$ cat src/rtl/handshake_tx_arbiter.sv
// Round-robin arbiter that shares one CDC handshake transmit channel among N
// requesters, sequencing launch / req-rise / req-fall with a per-state watchdog.
module handshake_tx_arbiter #(
  parameter int N         = 4,
  parameter int DW        = 4,
  parameter int TO_CYCLES = 64
) (
  input  logic                 clk_tx,
  input  logic                 rst_n,
  input  logic [N-1:0]         src_valid,
  input  logic [N*DW-1:0]      src_data,
  output logic [N-1:0]         src_ready,
  output logic                 hs_data_en,
  output logic [DW-1:0]        hs_data_in,
  input  logic                 hs_data_req,
  output logic [$clog2(N)-1:0] grant_id,
  output logic                 busy,
  output logic                 done,
  output logic                 err,
  output logic [7:0]           err_cnt
);

  localparam int IW = $clog2(N);
  localparam int CW = $clog2(TO_CYCLES);

  typedef enum logic [1:0] {IDLE, LAUNCH, WAIT_RISE, WAIT_FALL} state_t;

  state_t        state, state_next;
  logic [IW-1:0] ptr;
  logic [IW-1:0] win_idx;
  logic [IW-1:0] scan_idx;
  logic [DW-1:0] win_word;
  logic          win_found;
  logic          accept;
  logic [CW-1:0] wd_cnt, wd_cnt_next;
  logic          wd_expired;
  logic          done_next, err_next;

  // Winner is the first valid requester at or above ptr, wrapping at N-1.
  // NOTE: every variable written here gets a default first, so no path leaves
  // it unassigned and no latch is inferred.
  always_comb begin
    win_found = 1'b0;
    win_idx   = '0;
    scan_idx  = '0;
    win_word  = '0;
    for (int k = 0; k < N; k++) begin
      scan_idx = IW'((int'(ptr) + k) % N);
      if (!win_found && src_valid[scan_idx]) begin
        win_found = 1'b1;
        win_idx   = scan_idx;
      end
    end
    for (int k = 0; k < N; k++) begin
      if (win_idx == IW'(k)) win_word = src_data[k*DW +: DW];
    end
  end

  // A stale hs_data_req (e.g. left over after an abort) blocks any new launch.
  assign accept    = rst_n && (state == IDLE) && !hs_data_req && win_found;
  assign src_ready = accept ? (N'(1) << win_idx) : '0;
  assign busy      = (state != IDLE);
  assign wd_expired = (wd_cnt == CW'(TO_CYCLES - 1));

  always_comb begin
    state_next  = state;
    wd_cnt_next = wd_cnt;
    done_next   = 1'b0;
    err_next    = 1'b0;
    case (state)
      IDLE: begin
        if (accept) state_next = LAUNCH;
      end
      LAUNCH: begin
        state_next  = WAIT_RISE;
        wd_cnt_next = '0;
      end
      WAIT_RISE: begin
        // The awaited edge is tested before expiry so it wins a tie.
        if (hs_data_req) begin
          state_next  = WAIT_FALL;
          wd_cnt_next = '0;
        end else if (wd_expired) begin
          state_next = IDLE;
          err_next   = 1'b1;
        end else begin
          wd_cnt_next = wd_cnt + 1'b1;
        end
      end
      WAIT_FALL: begin
        if (!hs_data_req) begin
          state_next = IDLE;
          done_next  = 1'b1;
        end else if (wd_expired) begin
          state_next = IDLE;
          err_next   = 1'b1;
        end else begin
          wd_cnt_next = wd_cnt + 1'b1;
        end
      end
      default: state_next = IDLE;
    endcase
  end

  // NOTE: state is updated with non-blocking assignments so every register
  // samples the pre-edge values regardless of statement order.
  always_ff @(posedge clk_tx) begin
    if (!rst_n) begin
      state      <= IDLE;
      ptr        <= '0;
      wd_cnt     <= '0;
      hs_data_en <= 1'b0;
      hs_data_in <= '0;
      grant_id   <= '0;
      done       <= 1'b0;
      err        <= 1'b0;
      err_cnt    <= '0;
    end else begin
      state      <= state_next;
      wd_cnt     <= wd_cnt_next;
      done       <= done_next;
      err        <= err_next;
      hs_data_en <= accept;
      if (accept) begin
        hs_data_in <= win_word;
        grant_id   <= win_idx;
        ptr        <= (win_idx == IW'(N - 1)) ? '0 : win_idx + 1'b1;
      end
      if (err_next && (err_cnt != 8'hFF)) err_cnt <= err_cnt + 8'd1;
    end
  end

endmodule

$ cat config.mk
export PLATFORM = sky130hd
export DESIGN_NAME = handshake_tx_arbiter
export DESIGN_NICKNAME = d
export VERILOG_FILES = /design/src/rtl/handshake_tx_arbiter.sv
export SDC_FILE = /design/constraint.sdc
export NUM_CORES = 1
export LEC_CHECK = 0
export ABC_AREA = 1
export CAP_MARGIN = 20
export CORE_AREA = 2 2 65 67
export DETAILED_ROUTE_END_ITERATION = 8
export DIE_AREA = 0 0 67 69
export DONT_BUFFER_PORTS = 1
export MAX_ROUTING_LAYER = met4
export PLACE_DENSITY = 0.55
export SYNTH_ARGS = -nofsm -noshare
export SYNTH_HDL_FRONTEND = slang
export SYNTH_SLANG_ARGS = --single-unit
$ cat constraint.sdc
create_clock -name clk_tx -period 2.6 [get_ports clk_tx]
set_clock_uncertainty 0.1 [all_clocks]
set_input_delay 0.52 -clock clk_tx [delete_from_list [all_inputs] [get_ports clk_tx]]
set_output_delay 0.52 -clock clk_tx [all_outputs]
set_load 0.05 [all_outputs]
==> results.json <==
{
  "drt_pre_antenna_iters": 4,
  "grt_overflow_total": 0,
  "max-slew-margin-rel_pct": 60.8,
  "die_h_um": 69,
  "syn-num-nets": 280,
  "fin_crit_ns": 2.69,
  "final_core_util_pct": 57.3,
  "status": "complete, but fails checks",
  "violations": "negative setup slack",
  "p_total_mw": 2.55,
  "drt.antenna.violating_nets": 0,
  "tns_ns": -0.171,
  "maxCapViolations": 0,
  "antenna-diode-count": 0,
  "path_class": "register to register",
  "area_delta_synth_final_pct": 29.7,
  "hold_viol": 0,
  "finalWorstSetupSlack_ns": -0.0883,
  "initial_core_util_pct": 44.2,
  "path_max_fanout": 8,
  "grt_max_degree": 17,
  "clkSlewWorstSetupHoldPaths_ns": 0.10,
  "wl_per_cell_um": 12.4,
  "finalNetCount": 314,
  "multiInputGateArea_mm2": 0.00115,
  "cts_tree": "built",
  "place_ws_ns": 0.0882,
  "grt_pass1_vias": 1606,
  "drcViolationCount": 0,
  "netlist_area_mm2": 0.00173,
  "grt_pass1_wl_mm": 7.07,
  "yosys_warnings": 0,
  "num_rows": 23,
  "place_congestion": 0.856,
  "setup_viol": 4,
  "synth-seq-cells": 27,
  "routed_via_density": 4.92,
  "seq_area_um2": 546,
  "fin_crit_sh_pct": 103,
  "clock_latency_ns": 0.27,
  "dieWidth_um": 67,
  "numCtsBuffers": 3,
  "hpwl_mm": 2.96,
  "rsz0062_at_grt": "yes",
  "hold_class": "input pin to register",
  "yosysSeqAreaShare_pct": 31.3,
  "tightest_slew_ns": 0.587,
  "hold_buffers": 0,
  "cellPowerDensity_mw_per_mm2": 1140,
  "die-area_mm2": 0.00462,
  "syn_area_per_cell_um2": 6.89,
  "vias": 1643,
  "whs_ns": 0.216,
  "core_mm2": 0.00391,
  "syn_inst": 251,
  "io-pin-count": 45,
  "num-fill-cells": 387,
  "htree_levels": 1,
  "antenna_found_initial": 0,
  "root_buffer": "clkbuf_8",
  "critPathArrivalTime_ns": 2.76,
  "vdd_drop_max_v": 0.000816,
  "end_kind": "register",
  "drv_slew": 0,
  "max_freq_ghz": 0.372,
  "cp-start-kind": "register",
  "p_leak_nw": 1.05,
  "drtIter0Drc": 74,
  "ys_types": 30,
  "numClockSinks": 27,
  "grtUsageTotal_pct": 19.8,
  "synth_area_leaders": "dfxtp_1 31%, nand2_1 15%, nand3_1 8.4%",
  "io_buffers": 0,
  "required_ns": 2.67,
  "yosysTopAreaCell": "dfxtp_1",
  "yosysTopAreaCellShare_pct": 31.3,
  "routed_wl_mm": 4.15,
  "drive_gt1_share_pct": 32.4,
  "ctsLongestPathBuffers": 2
}
## layer usage
| layer | global-route usage, % | vias to the layer above | part of all wire [%] |
|---|---|---|---|
| met5 | - | - | 0 |
| met3 | 5.06 | 6 | 5.1 |
| li1 | - | 882 | - |
| met1 | 21.7 | 722 | 42 |
| met2 | 34.2 | 33 | 51 |
| met4 | 6.12 | 0 | 1.8 |
## repair_timing
action | in CTS | in global routing
pin swaps | 7 | 2
endpoints found under the setup margin | 4 | 5
setup buffers | 14 | 1
gates resized for setup | 29 | 6
## worst max-delay path, cell delays in order (launching register included)
cell and delay, ns:
dfxtp_2 0.34, buf_12 0.13, inv_8 0.07, nand2_2 0.05, nand2_2 0.09, nand2_2 0.08, nand2_4 0.09, nor2_8 0.04
nand2_2 0.05, nand3_2 0.09, buf_4 0.14, buf_4 0.12, buf_4 0.12, buf_4 0.12, buf_4 0.12, buf_4 0.12
buf_4 0.12, buf_4 0.12, buf_4 0.12, buf_4 0.12, buf_4 0.12, nand3_1 0.06, nand2_1 0.06
## logic make-up (layout without fill, tap and decap cells)
family | Yosys count | after routing | share of synthesized area [%]
fa+ha+maj | 6 | 6 | 4.34
simple gates | 139 | 139 | 39.7
xor+xnor | 6 | 6 | 3.04
buf+inv | 33 | 66 | 8.97
flops | 27 | 27 | 31.3
compound gates | 40 | 40 | 12.7
## final cells by class
type                       instances  area share, %
inverter                          28           5.30
multi-input combinational        191           51.2
clock buffer                       3           1.84
tap                               50           2.79
sequential                        27           24.3
timing repair buffer              34           14.2
clock inverter                     1          0.335
## sequential cells by signal (all words and copies together) (netlist names), 2 cells and up
signal,flops
ptr,2
grant_id,2
wd_cnt,6
hs_data_in,4
err_cnt,8
state,2
## layout by cell type (no fill, tap or decap), types with 4 or more instances in the layout
cell	netlist	layout
nand3_1	29	22
o21ai_0	15	15
nor3_1	4	4
xor2_1	4	4
nand2_1	68	59
a21oi_1	17	17
nand2_4	5	7
dfxtp_1	27	25
buf_12	1	5
nor2_1	17	13
inv_1	24	19
inv_2	2	5
nand4_1	4	4
nand3_2	2	7
buf_4	0	29
nand2_2	7	14
## Yosys cell counts, drive strengths merged
library cell  count
nand2            80
nand3            32
dfxtp            27
inv              27
o21ai            20
nor2             19
a21oi            17
ha                6
buf               4
nand4             4
nor3              4
xor2              4
xnor2             2
clkbuf            1
clkinv            1
o21a              1
o21bai            1
o31ai             1
## power breakdown
part	switching (mW)	leakage (nW)	total, mW	internal, mW
clock network	0.136	0.0217	0.245	0.109
logic	0.871	0.805	1.61	0.735
registers	0.213	0.220	0.701	0.488
## worst paths after layout
kind / start / endpoint / slack [ns] / depth (start not counted)
hold reg to reg: wd_cnt[4]$_SDFFE_PN0P_ / wd_cnt[4]$_SDFFE_PN0P_ / 0.39 / 2
setup reg to reg: ptr[0]$_SDFFE_PN0N_ / grant_id[1]$_SDFFE_PN0N_ / -0.09 / 22
hold / removal: hs_data_req / done$_SDFF_PN0_ / 0.22 / 1
setup / recovery: ptr[0]$_SDFFE_PN0N_ / grant_id[1]$_SDFFE_PN0N_ / -0.09 / 22
## per-stage QoR
step	instance area, um^2	instances
6_report	2240	334
5_1_grt	2240	334
4_1_cts	2210	333
3_5_place_dp	1970	315
3_3_place_gp	1970	315
2_1_floorplan	1740	251
Power figures use the tool's default switching activity.
